<file path="config.mk">
export PLATFORM = sky130hd
export DESIGN_NAME = piano_note_arbiter_flat
export DESIGN_NICKNAME = d
export VERILOG_FILES = /design/src/rtl/piano_note_arbiter_if.sv /design/src/rtl/piano_note_arbiter.sv /design/src/flat_wrapper.sv
export SDC_FILE = /design/constraint.sdc
export NUM_CORES = 1
export LEC_CHECK = 0
export ABC_AREA = 1
export CAP_MARGIN = 20
export CORE_ASPECT_RATIO = 0.75
export CORE_MARGIN = 1
export CORE_UTILIZATION = 45
export DETAILED_ROUTE_END_ITERATION = 10
export PLACE_DENSITY = 0.62
export SETUP_SLACK_MARGIN = 0.15
export SYNTH_ARGS = -nofsm -noshare
export SYNTH_HDL_FRONTEND = slang
export SYNTH_SLANG_ARGS = --single-unit
export TNS_END_PERCENT = 50
</file>
<file path="constraint.sdc">
create_clock -name clk -period 3.55 [get_ports clk]
set_input_delay 0.5325 -clock clk [delete_from_list [all_inputs] [get_ports clk]]
set_output_delay 0.5325 -clock clk [all_outputs]
set_load 0.01 [all_outputs]
</file>
<file path="src/rtl/piano_note_arbiter_if.sv">
`default_nettype none
// ============================================================================
// Module      : piano_note_arbiter_if
// Description : Key/speaker bundle between the keyboard pins, the note
//               arbiter and the speaker pin.
//                 keys     - raw key levels, 1 = pressed (asynchronous)
//                 speaker  - square-wave output
//                 active   - 1 while a note is sounding
//                 note_idx - index of the sounding note, 0 when idle
//               master: keyboard/pin side, slave: arbiter side.
// Revision    : 1.0 - initial release
// ============================================================================
interface piano_note_arbiter_if #(
    parameter int NUM_KEYS = 8
);
    localparam int c_IDX_W = $clog2(NUM_KEYS);

    logic [NUM_KEYS-1:0] keys;
    logic                speaker;
    logic                active;
    logic [c_IDX_W-1:0]  note_idx;

    modport master (
        output keys,
        input  speaker,
        input  active,
        input  note_idx
    );

    modport slave (
        input  keys,
        output speaker,
        output active,
        output note_idx
    );
endinterface
`default_nettype wire

</file>
<file path="src/rtl/piano_note_arbiter.sv">
`default_nettype none
// ============================================================================
// Module      : piano_note_arbiter
// Description : Shares one speaker between eight keys. Raw keys are
//               synchronized, one note is chosen with last-pressed priority,
//               and a single divider toggles the speaker every HALF+1 cycles
//               of the 50 MHz clock.
//               Ports:
//                 clk   - 50 MHz system clock
//                 rst_n - asynchronous active-low reset
//                 bus   - slave side of piano_note_arbiter_if
//                         (keys in; speaker, active, note_idx out)
// Revision    : 1.0 - initial release
// ============================================================================
module piano_note_arbiter #(
    parameter int NUM_KEYS = 8,
    parameter int CNT_W    = 19
) (
    input  wire logic               clk,
    input  wire logic               rst_n,
    piano_note_arbiter_if.slave     bus
);
    localparam int c_IDX_W = $clog2(NUM_KEYS);

    localparam logic [0:0] c_IDLE = 1'b0;
    localparam logic [0:0] c_PLAY = 1'b1;

    // Counter terminal values for C4 D4 E4 F4 G4 A4 B4 C5 at 50 MHz.
    localparam logic [CNT_W-1:0] c_HALF [0:7] = '{
        CNT_W'(95554), CNT_W'(85131), CNT_W'(75842), CNT_W'(71585),
        CNT_W'(63775), CNT_W'(56817), CNT_W'(50619), CNT_W'(47777)
    };

    logic [NUM_KEYS-1:0] r_ks1;
    logic [NUM_KEYS-1:0] r_ks2;
    logic [NUM_KEYS-1:0] r_ks_d;
    logic [0:0]          r_state;
    logic [c_IDX_W-1:0]  r_note_idx;
    logic [CNT_W-1:0]    r_cnt;
    logic                r_speaker;

    logic [NUM_KEYS-1:0] w_press;
    logic [CNT_W-1:0]    w_half;
    logic [c_IDX_W-1:0]  w_press_top;
    logic [c_IDX_W-1:0]  w_held_top;

    // Highest set bit; ascending scan so the last hit wins.
    function automatic logic [c_IDX_W-1:0] f_top(input logic [NUM_KEYS-1:0] v);
        f_top = '0;
        for (int i = 0; i < NUM_KEYS; i++) begin
            if (v[i]) begin
                f_top = c_IDX_W'(i);
            end
        end
    endfunction

    assign w_press     = r_ks2 & ~r_ks_d;
    assign w_half      = c_HALF[r_note_idx];
    assign w_press_top = f_top(w_press);
    assign w_held_top  = f_top(r_ks2);

    always_ff @(posedge clk or negedge rst_n) begin
        if (!rst_n) begin
            r_ks1      <= '0;
            r_ks2      <= '0;
            r_ks_d     <= '0;
            r_state    <= c_IDLE;
            r_note_idx <= '0;
            r_cnt      <= '0;
            r_speaker  <= 1'b0;
        end else begin
            r_ks1  <= bus.keys;
            r_ks2  <= r_ks1;
            r_ks_d <= r_ks2;

            case (r_state)
                c_IDLE: begin
                    r_speaker <= 1'b0;
                    r_cnt     <= '0;
                    if (|w_press) begin
                        r_state    <= c_PLAY;
                        r_note_idx <= w_press_top;
                    end
                end
                c_PLAY: begin
                    if (r_ks2 == '0) begin
                        r_state    <= c_IDLE;
                        r_speaker  <= 1'b0;
                        r_cnt      <= '0;
                        r_note_idx <= '0;
                    end else if (|w_press) begin
                        // Newest press takes over; speaker level is kept so
                        // the note change does not produce an extra edge.
                        r_note_idx <= w_press_top;
                        r_cnt      <= '0;
                    end else if (!r_ks2[r_note_idx]) begin
                        // Sounding key released while others are held.
                        r_note_idx <= w_held_top;
                        r_cnt      <= '0;
                    end else if (r_cnt == w_half) begin
                        r_cnt     <= '0;
                        r_speaker <= ~r_speaker;
                    end else begin
                        r_cnt <= r_cnt + CNT_W'(1);
                    end
                end
                default: begin
                    r_state <= c_IDLE;
                end
            endcase
        end
    end

    assign bus.speaker  = r_speaker;
    assign bus.active   = (r_state == c_PLAY);
    assign bus.note_idx = r_note_idx;
endmodule
`default_nettype wire

</file>
<file path="src/flat_wrapper.sv">
// flat-port wrapper written by rule: the top's interface ports become plain ports
module piano_note_arbiter_flat 
#(
    parameter int NUM_KEYS = 8,
    parameter int CNT_W    = 19
)
  (clk, rst_n, bus_keys, bus_speaker, bus_active, bus_note_idx);
  piano_note_arbiter_if #(.NUM_KEYS(NUM_KEYS)) bus_i ();
  input  wire logic clk;
  input  wire logic rst_n;
  input wire logic [$bits(bus_i.keys)-1:0] bus_keys;
  output wire logic [$bits(bus_i.speaker)-1:0] bus_speaker;
  output wire logic [$bits(bus_i.active)-1:0] bus_active;
  output wire logic [$bits(bus_i.note_idx)-1:0] bus_note_idx;
  assign bus_i.keys = bus_keys;
  assign bus_speaker = bus_i.speaker;
  assign bus_active = bus_i.active;
  assign bus_note_idx = bus_i.note_idx;
  piano_note_arbiter #(.NUM_KEYS(NUM_KEYS), .CNT_W(CNT_W)) u_core (.clk(clk), .rst_n(rst_n), .bus(bus_i));
endmodule
</file>
==> metrics.md, run 1 <==
| Metric | Value |
|---|---|
| Core area | `5890 um2` |
| Synth area leader | `dfrtp_1` |
| Post-synth top flop | `dfrtp_1` |
| Post-route DRC | `0` |
| Initial DRC count | `242` |
| Root Buffer | `clkbuf_8` |
| Highest clock rate | `0.439 GHz` |
| Drt total wl | `6320 um` |
| Final min period | `2.28 ns` |
| Vias per inst | `5.06` |
| Worst-path clk slew | `0.10 ns` |
| Area Growth Syn to Fin | `11.4%` |
| Hold WS | `0.133 ns` |
| Global Route Usage Sum | `22.2%` |
| Clock sink total | `48` |
| Die Ht | `70.2 um` |
| WP data required | `3.76 ns` |
| Crit path DAT | `2.48 ns` |
| Post-Syn Area per Cell | `7.26 um2` |
| Xor/xnor cell area share of the yosys netlist | `4.40%` |
| DR pass1 iterations | `6` |
| Crit end category | `register` |
| Sequential-to-total area share from yosys stat | `43.1%` |
| Final Net Count | `417` |
| First-pass GRT wire length | `11200 um` |
| Slew Viols, Final | `0` |
| Antenna Violating Nets Remaining | `0` |
| Peak supply drop | `171 uV` |
| Mapped Nets | `401` |
| Input/output buffers | `14` |
| H-tree lvl count | `2` |
| Die ar. | `6520 um2` |
| Total power | `1.30 mW` |
| GP Congestion | `0.946` |
| R2R cell count | `12` |
| Setup violations, final | `0` |
| Initial Utilization | `47.4%` |
| Filler cells | `592` |
| Netlist cell types | `28` |
| Post-synth EDFFs | `0` |
| Fin cells | `479` |
| Routed vias | `2423` |
| Synth area leaders | `dfrtp_1, nand2_1, nand3_1, nor2_1, inv_1` |
| Row Count | `24` |
| CP Max Fanout | `13` |
| Global route overflow | `0` |
| Post-synth top cells | `nand2_1, dfrtp_1, nor2_1, inv_1, nand3_1` |
| Synth Area in Adders | `3.14%` |
| Post-CTS Setup Bufs | `0` |
| Post-route clock period utilization | `64.2%` |
| Most frequent cell after synthesis | `nand2_1` |
| Pwr/cell area | `420 nW/um2` |
| Pin count of the biggest net entering global routing | `49` |
| Cells after Synth | `384` |
| Hold WC Path Type | `in2async` |
| Post-synth ARST share | `100%` |
| Synthesis-stage register bit count | `48` |
| Share of cells above drive strength 1 | `6.23%` |
| RSZ-0062 raised after global routing | `no` |
| CTS tree | `yes` |
| Ant diodes | `0` |
| PostCTS Resize Cnt | `0` |
| Die width | `92.9 um` |
| Synth Area in Simple Gates | `38.4%` |
| CP startpoint kind | `register` |
| Yosys synthesis warning count | `0` |
| Mapped cell area | `2790 um2` |
| Worst r2r dst | `u_core.bus.speaker$_DFFE_PN0P_` |
| Post-Place Cells | `470` |
| Main combinational cell family by area after synthesis | `simple AND/OR/NAND/NOR gates` |
| Worst slew pin tran | `0.659 ns` |
| Kind of critical path | `reg2reg` |
| Status | `finished clean` |
| R2R Setup Slk | `1.27 ns` |
| Top cell type's share of synthesized area | `43.1%` |
| Max_slew headroom | `56.0%` |
| Mux cell area share after synthesis | `0%` |
| Clock Skew | `0.0101 ns` |
| TNS Setup | `0 ns` |
| Clk_lat worst skew | `0.31 ns` |
| Ports | `15` |
| Post-DP HPWL | `4850 um` |
| Total CTS buffers | `5` |
| Vias in the first global route | `2311` |
| DR WL/cell | `13.2 um` |
| Max_cap viols | `0` |
| Cell leakage power | `1.50 nW` |
| R2R Path Start | `u_core.bus.note_idx[0]$_DFFE_PN0P_` |
| Compound-Gate Fraction of Synth Area | `2.96%` |
| Clk buf depth | `2` |
| CTS Hold Bufs | `0` |
| Initial antenna violation count | `0` |
| Final hold vios | `0` |
## logic make-up after synthesis
group / count (synthesis)
and+or+nand+nor: 249
adders and majority gates: 7
AOI/OAI and AO/OA: 15
DFF: 48
buffers and inverters: 51
xor gates and xnor gates: 14
## flip-flops by register name, indices dropped and copies added, names as in the netlist
register / flops
u_core.r_ks2: 8
u_core.r_ks_d: 8
u_core.bus.active: 1
u_core.r_cnt: 19
u_core.bus.note_idx: 3
u_core.r_ks1: 8
u_core.bus.speaker: 1
## worst max-delay path: stages (launching register included)
cell and delay [ns]:
dfrtp_1 0.62, inv_2 0.16, ha_1 0.37, inv_1 0.10, nand2_1 0.08, nand3_1 0.16
nand2_1 0.07, nor2_1 0.13, nand3_1 0.08, nor2_1 0.19, nand4_1 0.11, nand2_1 0.07
nor2_1 0.04
## cell usage in the layout, fill, tap and decap left out, types with 2 or more instances in the layout
| cell type | instances |
|---|---|
| nor2_1 | 47 |
| ha_1 | 7 |
| nor3_2 | 2 |
| nand2_2 | 4 |
| clkinv_4 | 2 |
| xor2_1 | 13 |
| nand3_1 | 36 |
| inv_1 | 43 |
| a21oi_1 | 4 |
| clkbuf_8 | 5 |
| o21ai_0 | 8 |
| nor3_1 | 11 |
| clkdlybuf4s50_1 | 13 |
| nand3b_1 | 3 |
| nand4_1 | 6 |
| nand2_1 | 131 |
| dfrtp_1 | 48 |
| or2_2 | 3 |
| nor2_2 | 3 |
## cell type report
cell class	count	area [um2]	area share (%)
timing repair buffer	15	155	5.00
sequential	48	1200	38.7
multi-input combinational	285	1360	43.9
inverter	45	171	5.52
tap	78	97.6	3.14
clock buffer	5	68.8	2.22
clock inverter	3	47.5	1.53
## power by group
group | switching (mW) | internal (mW)
Sequential | 0.0355 | 0.567
Clock | 0.200 | 0.212
Combinational | 0.183 | 0.107
Total | 0.418 | 0.887
## metrics by stage
stage / worst slack [ns] / cell area [um2] / utilization, %
floorplan: 1.54 / 2790 / -
global placement: 1.38 / 2970 / 50.4
detailed placement: 1.31 / 2970 / 50.4
CTS: 1.28 / 3080 / 52.4
global route: 0.982 / 3100 / 52.7
finish: 1.27 / 3100 / 52.7
## worst max-delay path by stage
stage	start	end	slack [ns]	depth (start not counted)
final	u_core.bus.note_idx[0]$_DFFE_PN0P_	u_core.bus.speaker$_DFFE_PN0P_	1.27	12
after global routing	u_core.bus.note_idx[0]$_DFFE_PN0P_	u_core.r_cnt[17]$_DFF_PN0_	0.98	13
after floorplan	u_core.bus.note_idx[0]$_DFFE_PN0P_	u_core.r_cnt[10]$_DFF_PN0_	1.54	15
after global placement	u_core.bus.note_idx[0]$_DFFE_PN0P_	u_core.bus.speaker$_DFFE_PN0P_	1.38	12
after detailed placement	u_core.bus.note_idx[0]$_DFFE_PN0P_	u_core.r_cnt[3]$_DFF_PN0_	1.31	12
after CTS	u_core.bus.note_idx[2]$_DFFE_PN0P_	bus_note_idx[2]	1.28	1
## routing by layer
metal,part of all wire [%],GRT usage (%),up-vias
met5,0,0,-
met4,0.81,5.81,0
met3,5.3,3.92,7
met2,38,28.7,70
met1,55,37.0,1113
li1,-,-,1233
Note: power is estimated with default switching activity, not from simulation.
==> run 2: changes to the inputs <==
Settings changed: PLACE_DENSITY 0.62 to 0.64.
Clock period 3.55 ns to 1.9 ns, I/O delays scaled along.
==> metrics.md, run 2 (synthesis results as in run 1) <==
| Metric | Value |
|---|---|
| Clock Skew | `0.0167 ns (+0.00655 ns)` |
| DR WL/cell | `14.5 um (+9.8%)` |
| Met2 routed WL | `2770 um (+14%)` |
| H-tree lvl count | `2 (unchanged)` |
| GP Congestion | `0.930 (-1.8%)` |
| Post-route DRC | `0 (unchanged)` |
| WL met3 | `597 um (+77%)` |
| Ant diodes | `0 (unchanged)` |
| Placed Area | `3140 um2 (+5.6%)` |
| Worst slew pin tran | `0.578 ns (-0.0815 ns)` |
| Drt total wl | `7340 um (+16%)` |
| Post-route clock period utilization | `101% (+37 points)` |
| Die ar. | `6520 um2 (unchanged)` |
| CP Max Fanout | `6 (-7)` |
| Routed vias | `2612 (+7.8%)` |
| Initial antenna violation count | `0 (unchanged)` |
| Initial Utilization | `47.4% (unchanged)` |
| Pwr/cell area | `786 nW/um2 (+87%)` |
| TNS Setup | `-0.109 ns (-0.109 ns)` |
| Area Growth Syn to Fin | `28.8%` |
| Highest clock rate | `0.521 GHz (+19%)` |
| Final Net Count | `445 (+6.7%)` |
| Final hold vios | `0 (unchanged)` |
| Pin count of the biggest net entering global routing | `26 (-47%)` |
| Root Buffer | `clkbuf_8` |
| Reg with most FFs | `u_core.r_cnt` |
| Ports | `15 (unchanged)` |
| DR pass1 iterations | `4 (-2)` |
| Clk_lat worst skew | `0.31 ns (about the same)` |
| Slew Viols, Final | `0 (unchanged)` |
| Metal-1 WL | `3890 um (+11%)` |
| Failing checks | `negative setup slack` |
| Max_slew headroom | `61.5% (+5.4 points)` |
| Crit end category | `register` |
| Global route overflow | `0 (unchanged)` |
| Core area | `5890 um2 (unchanged)` |
| Antenna Violating Nets Remaining | `0 (unchanged)` |
| Die width | `92.9 um (unchanged)` |
| Final min period | `1.92 ns (-0.360 ns)` |
| Vias per inst | `5.15 (+1.8%)` |
| Vias in the first global route | `2454 (+6.2%)` |
| Cell leakage power | `1.70 nW (+14%)` |
| RSZ-0062 raised after global routing | `yes` |
| Commonest non-fill, non-tap cell in the layout | `nand2_1` |
| Setup violations, final | `11 (+11)` |
| Input/output buffers | `14 (unchanged)` |
| Clock sink total | `48 (unchanged)` |
| Crit path DAT | `2.11 ns (-0.37 ns)` |
| CP startpoint kind | `register` |
| Row Count | `24 (unchanged)` |
| CTS tree | `yes` |
| Worst-path clk slew | `0.10 ns (about the same)` |
| Max_cap viols | `0 (unchanged)` |
| Filler cells | `541 (-8.6%)` |
| Die Ht | `70.2 um (unchanged)` |
| Most frequent cells in the layout | `nand2_1, dfrtp_1, inv_1, nor2_1, nand3_1` |
| Hold WC Path Type | `reg2reg` |
| Kind of critical path | `reg2reg` |
| Global Route Usage Sum | `24.9% (+2.7 points)` |
| Total CTS buffers | `5 (unchanged)` |
| Status | `finished, violations left` |
| Design area | `3590 um2 (+16%)` |
| Post-DP HPWL | `5290 um (+9.1%)` |
| Share of cells above drive strength 1 | `20.7% (+15 points)` |
| Initial DRC count | `240 (-0.83%)` |
| Peak supply drop | `420 uV (+150%)` |
| Top sig layer | `met4` |
| Max reg flops | `19 (unchanged)` |
| First-pass GRT wire length | `12300 um (+9.7%)` |
| WP data required | `2.09 ns (-1.67 ns)` |
| Setup ws final | `-0.0181 ns (-1.29 ns)` |
| Clk buf depth | `2 (unchanged)` |
-- run 2: cell count changes in the layout (fill, tap and decap cells not counted), sizes merged --
cell | previous run | this run
inv | 45 | 46
clkdlybuf4s50 | 13 | 10
clkinv | 2 | 0
bufinv | 1 | 2
nand2 | 136 | 139
dlygate4sd3 | 0 | 1
buf | 2 | 26
dlymetal6s2s | 0 | 3
-- run 2: repair_timing --
action,CTS,global route
hold endpoints to repair,24,0
gates cloned,3,0
setup buffers,7,3
endpoints found under the setup margin,22,26
hold buffers,1,0
pin swaps,11,11
resized for setup,23,29
-- run 2: metrics by stage --
stage | worst slack (ns) | hold WS, ns | total power, mW | utilization [%] | cells
floorplan | 0.104 | -0.0106 | 1.56 | - | 384
global placement | -0.00757 | 0.311 | 1.78 | 53.3 | 485
detailed placement | -0.0389 | 0.312 | 1.78 | 53.3 | 485
CTS | 0.0312 | 0.357 | 2.78 | 58.8 | 504
global route | -0.103 | 0.366 | 2.98 | 61.0 | 507
finish | -0.0181 | 0.354 | 2.82 | 61.0 | 507
-- run 2: final timing paths --
path                                                          from                    endpoint  slack [ns]  depth (start not counted)
worst min register to register           u_core.r_ks1[0]$_DFF_PN0_   u_core.r_ks2[0]$_DFF_PN0_        0.35                          0
min in group asynchronous                                    rst_n  u_core.r_ks_d[6]$_DFF_PN0_        0.50                          2
worst max-delay path            u_core.bus.note_idx[1]$_DFFE_PN0P_   u_core.r_cnt[3]$_DFF_PN0_       -0.02                         13
worst max register to register  u_core.bus.note_idx[1]$_DFFE_PN0P_   u_core.r_cnt[3]$_DFF_PN0_       -0.02                         13
worst min-delay path                     u_core.r_ks1[0]$_DFF_PN0_   u_core.r_ks2[0]$_DFF_PN0_        0.35                          0
max in group asynchronous                                    rst_n  u_core.r_cnt[15]$_DFF_PN0_        0.86                          3
-- run 2: cell type report --
cell class / count / area (um2) / area share, %
clock inverters: 3 / 68.8 / 1.92
well taps: 78 / 97.6 / 2.72
inverters: 45 / 184 / 5.12
flip-flops and latches: 48 / 1200 / 33.6
repair buffers: 40 / 405 / 11.3
multi-input cells: 288 / 1560 / 43.5
clock buffers: 5 / 68.8 / 1.92
-- run 2: power by group --
part	internal, mW	total, mW	switching, mW
Sequential	1.06	1.11	0.0475
Combinational	0.342	0.815	0.473
Clock	0.530	0.896	0.366
-- run 2: routing by layer --
metal	track usage, %	vias up
li1	-	1290
met1	41.8	1213
met2	31.5	98
met3	4.58	11
met4	6.84	0
met5	0	-
-- run 2: critical path: stages (launching register included) --
cell and delay, ns:
dfrtp_2 0.48, inv_4 0.11, ha_4 0.14, nand2_1 0.05
nand2_1 0.09, nand2_1 0.08, inv_1 0.06, nand2_1 0.05
nor2_1 0.14, nand2_1 0.12, nor2_4 0.15, nand2_4 0.14
nand2_4 0.13, nor3_1 0.05
==> patch 1: new RTL, config.mk and constraints of run 2 <==
`NUM_KEYS` is set to 8 in 3 places; all go to 16.
--- a/src/rtl/piano_note_arbiter_if.sv
+++ b/src/rtl/piano_note_arbiter_if.sv
@@ -11,7 +11,7 @@
 // Revision    : 1.0 - initial release
 // ============================================================================
 interface piano_note_arbiter_if #(
-    parameter int NUM_KEYS = 8
+    parameter int NUM_KEYS = 16
 );
     localparam int c_IDX_W = $clog2(NUM_KEYS);
 
--- a/src/rtl/piano_note_arbiter.sv
+++ b/src/rtl/piano_note_arbiter.sv
@@ -13,7 +13,7 @@
 // Revision    : 1.0 - initial release
 // ============================================================================
 module piano_note_arbiter #(
-    parameter int NUM_KEYS = 8,
+    parameter int NUM_KEYS = 16,
     parameter int CNT_W    = 19
 ) (
     input  wire logic               clk,
--- a/src/flat_wrapper.sv
+++ b/src/flat_wrapper.sv
@@ -1,7 +1,7 @@
 // flat-port wrapper written by rule: the top's interface ports become plain ports
 module piano_note_arbiter_flat 
 #(
-    parameter int NUM_KEYS = 8,
+    parameter int NUM_KEYS = 16,
     parameter int CNT_W    = 19
 )
   (clk, rst_n, bus_keys, bus_speaker, bus_active, bus_note_idx);
Ports: changed (resized bus_keys and bus_note_idx); port bits go from 15 to 24. No check against the original RTL was run, so the function may have changed too.
==> patch 1 against run 2 <==
The flow still finishes with violations (setup timing). Sequential cell count is 25 higher. Area after synthesis grew 23%. Worst setup slack worse by 110 ps. Cell area grew 31%. Utilization rose by 3.0 points. Wire length rose by 5.7%. Sequential power rose by 49%. Final cell count grew 16%. Power up 24%. Critical path type unchanged. Critical endpoint unchanged. Largest power group unchanged.
==> patch 1: results (changes against run 2) <==
The run finished, with violations left. The final reports fail on setup timing. The path class of the lowest-slack min-delay path is flop to flop. The synthesized instance count was 379 (-1.3%); the worst slew slack as a fraction of its limit was 0.592 (-0.0231). The dominant delay contributor by cell family on the critical path is simple AND/OR/NAND/NOR gates. The endpoint arrival time on the critical path was 2300 ps (+190 ps); the worst reg2reg path depth was 12 (-1).

The logs give -129 ps (-111 ps) for the worst setup slack after layout and 360 ps (+50 ps) for the latest clock arrival within the worst-skew pair. Yosys attributes the largest share of cell area to dfrtp_1, nand2_1, inv_1, nor2_1, a21oi_1. The leakage power figure came out at 2.18 nW (+28%). The maximum resistive drop on vdd was 538 uV (+28%).

The final non-filler cell total is 590 (+16%). More flip-flops sit in one register than any other, and that register is u_core.r_cnt. The logs give 3 (+1) for the CTS H-tree depth and 2682 (+9.3%) for the via count of the first global-routing pass.

The share of synthesized flip-flops with an asynchronous set or reset was 1.00 (unchanged); the clock transition at the register clock pins on the worst setup and hold paths after CTS was 80 ps (-20 ps). The logs give 0.534 (+0.103) for the part of the Yosys area used for sequential elements and 30 (+15%) for the maximum number of pins on one net before global-route repair. The number of diodes is 0 (unchanged), and the net count of the mapped netlist is 404 (+0.75%).

The number of setup violations in the final report was 19 (+8). The tools report the clock skew after layout as 12.6 ps (-4.09 ps). The number of distinct standard cells referenced by the synthesized netlist was 40 (+43%). The HPWL after detailed placement was 5.83 mm (+10%); the quantity of I/O buffers inserted on ports was 23 (+9).

The first-pass GRT wire length is 12.4 mm (+0.96%). For this run, the leading register cell type out of synthesis is dfrtp_1. The highest net fanout along the worst path was 7 (+1).

The global placer's final weighted congestion was 0.886 (-4.7%); the share of cells above drive strength 1 was 0.337 (+0.130). By count the netlist is led by nand2_1, dfrtp_1, inv_1, nor2_1. The hold path depth is 0 (unchanged), and the switching portion of total power is 0.279 (-0.0355). The run gives 2 (unchanged) as the buffer levels on the longest clock path. The average vias per placed instance is 4.90 (-4.8%), and the final net count is 509 (+14%). The tools report the number of DRC markers after the initial detailed-route iteration as 166 (-31%). For the cell count after placement, the log shows 567 (+17%). The wire length after detailed routing was 7.76 mm (+5.7%); the peak per-stage delay on the critical path was 440 ps (-40 ps).

The run gives 0.211 (-0.0375) as the total track usage. The run gives 0 (unchanged) as the number of antenna violations at the first check in global routing. The tree is rooted in a clkbuf_8. The sum of negative setup slack is -1750 ps (-1640 ps), and the total CTS buffers is 9 (+4).
patch 1: cell types whose count changed after synthesis, sizes merged, moves of 5 or more:
cell	delta
nand2	-54
dfrtp	+25
a21oi	+16
nand3	-15
o21ai	+14
or2	+9
xor2	-7
nor2	-6
nor3	-5
nor3b	+5
patch 1: area by class of cell:
| type | count | area (sq um) |
|---|---|---|
| clock buffer | 9 | 124 |
| clock inverter | 7 | 77.6 |
| fill | 659 | 2650 |
| inverter | 48 | 188 |
| multi-input combinational | 252 | 1530 |
| sequential | 73 | 1830 |
| tap | 101 | 126 |
| timing repair buffer | 100 | 842 |
patch 1: worst paths after layout:
kind / from / end / slack (ps)
hold / removal: u_core.r_ks1[3] / u_core.r_ks2[3] / 350
hold reg to reg: u_core.r_ks1[3] / u_core.r_ks2[3] / 350
setup reg to reg: u_core.bus.note_idx[0] / u_core.r_cnt[3] / -130
setup / recovery: u_core.bus.note_idx[0] / u_core.r_cnt[3] / -130
max in group asynchronous: rst_n / u_core.r_ks_d[3] / 870
min in group asynchronous: rst_n / u_core.r_ks1[12] / 470
patch 1: kinds of logic (layout without fill, tap and decap cells):
group | after synthesis | in the layout | share of synthesized area
AND/OR/NAND/NOR | 179 | 179 | 0.262
buffers and inverters | 54 | 164 | 0.0625
adder cells (fa/ha/maj) | 7 | 7 | 0.0256
AO/OA/AOI/OAI | 57 | 57 | 0.0932
flip-flops | 73 | 73 | 0.534
XOR/XNOR | 9 | 9 | 0.0230
patch 1: power groups by stage:
stage | clock network (mW) | registers [mW] | logic (mW)
floorplan | 0 | 1.68 | 0.265
global placement | 0 | 1.68 | 0.529
detailed placement | 0 | 1.68 | 0.540
CTS | 1.27 | 1.65 | 0.589
global route | 1.33 | 1.66 | 0.673
finish | 1.23 | 1.65 | 0.612
patch 1: timing repair:
item                       4_1_cts  5_1_grt
resized for setup               37       15
hold buffers                     1        0
buffers inserted                 6        0
pin swaps                        5        1
hold endpoints to repair        21        0
setup endpoints to repair       26       25
patch 1: per-stage QoR:
step / instance area, sq um / setup WS (ps)
detailed placement: 4310 / -302
floorplan: 3460 / -260
finish: 4720 / -129
CTS: 4670 / -72.4
global placement: 4310 / -228
global route: 4720 / -238
patch 1: metal layers:
metal | GRT usage | up-vias | wire, um
met5 | 0 | - | 0
met1 | 0.296 | 1376 | 3720
met4 | 0.0729 | 0 | 103
li1 | - | 1433 | -
met2 | 0.305 | 76 | 3400
met3 | 0.0703 | 8 | 534
==> patch 2: new RTL, flow settings as in run 2 <==
Without the edit above. Make the reset (`rst_n`) synchronous in one clocked block. Comments in the files are not updated.
--- a/src/rtl/piano_note_arbiter.sv
+++ b/src/rtl/piano_note_arbiter.sv
@@ -59,7 +59,7 @@
     assign w_press_top = f_top(w_press);
     assign w_held_top  = f_top(r_ks2);
 
-    always_ff @(posedge clk or negedge rst_n) begin
+    always_ff @(posedge clk) begin
         if (!rst_n) begin
             r_ks1      <= '0;
             r_ks2      <= '0;
Function: differs if rst_n is asserted again (counterexample within 4 cycles, from zero or initial values and one cycle with rst_n low); with rst_n held inactive, the same outputs for 10 cycles.
==> patch 2 against run 2 <==
First-iteration DRC count is 2.5% lower. Via count is 2.2% higher. Fmax is 4.1% higher. Utilization decreased by 3.7 points. Area after synthesis stayed put. Worst setup slack better by 76 ps. Wire length fell by 5.9%. Power is 7.0% lower. Cell area decreased by 6.0%. Combinational power fell by 15%. Sequential cell count unchanged. Final cell count rose by 9.7%. Global-route usage is 1.6 points lower. Largest power group unchanged.
==> patch 2: results (changes against run 2) <==
The run finished with clean final reports. The share of synthesized flip-flops with an asynchronous set or reset came out at 0 (-1.00). The average wire per cell in the routed design is 12.4 um (-14%), and the leakage power figure is 1.67 nW (-2.0%). The run gives 32 (+14%) as the number of distinct standard cells referenced by the synthesized netlist.

For the cell count after placement, the log shows 542 (+12%). The portion of the clock cycle consumed by the worst path in the final layout came out at 0.970 (-0.0399). The HPWL after detailed placement is 5.06 mm (-4.4%), and the number of DRC markers after the initial detailed-route iteration is 234 (-2.5%).

For the global-route met3 utilization, the log shows 0.0414 (-0.00436). The design internal power was 1.81 mW (-6.7%). Number of resized instances in the post-cts repair step: 11 (-52%).

Number of setup violations in the final report: 0 (-11). On the critical path, the stage with the largest delay is an instance of dfxtp_4. The share of cells above drive strength 1 was 0.165 (-0.0422). The number of search-and-repair iterations in the first detailed-routing pass was 5 (+1); the worst slew slack as a fraction of its limit was 0.802 (+0.187). The tools report the net count of the mapped netlist as 461 (+15%).

The highest net fanout along the worst path was 7 (+1). The run gives 0.694 mW (-15%) as the power consumed by combinational cells. The global placer's final weighted congestion is 0.926 (-0.42%), and the part of the Yosys area used for sequential elements is 0.345 (-0.0862). Synthesized area divided by synthesized cell count: 6.28 sq um (-14%). Endpoint of the most critical register-to-register path: u_core.r_cnt[15].

The worst-case hold path end point is u_core.r_ks2[1]. The first-pass GRT wire length was 11.8 mm (-4.0%).
## patch 2: layout make-up
class,instances,area (sq um)
clock inverter,2,38.8
inverter,82,318
tap,78,97.6
timing repair buffer,34,323
multi-input combinational,306,1540
sequential,48,970
fill,608,2510
clock buffer,6,93.8
## patch 2: routing by layer
metal,share of wire,wire length [um],vias up
li1,-,-,1400
met1,0.53,3700,1161
met2,0.37,2560,100
met3,0.079,549,8
met4,0.014,97,0
met5,0,0,-
## patch 2: kinds of logic (layout without fill, tap and decap cells)
| logic type | count (synthesis) | count (layout) | synth area share |
|---|---|---|---|
| buffers and inverters | 91 | 124 | 0.140 |
| xor gates and xnor gates | 7 | 7 | 0.0220 |
| DFF | 48 | 48 | 0.345 |
| AOI/OAI and AO/OA | 23 | 23 | 0.0485 |
| and+or+nand+nor | 268 | 269 | 0.413 |
| adders and majority gates | 7 | 7 | 0.0314 |
## patch 2: tightest hold or removal path, delay by kind of cell (launching register included)
family,cells,cell delay [ps]
DFF,1,320
and+or+nand+nor,1,40
buffers and inverters,1,40
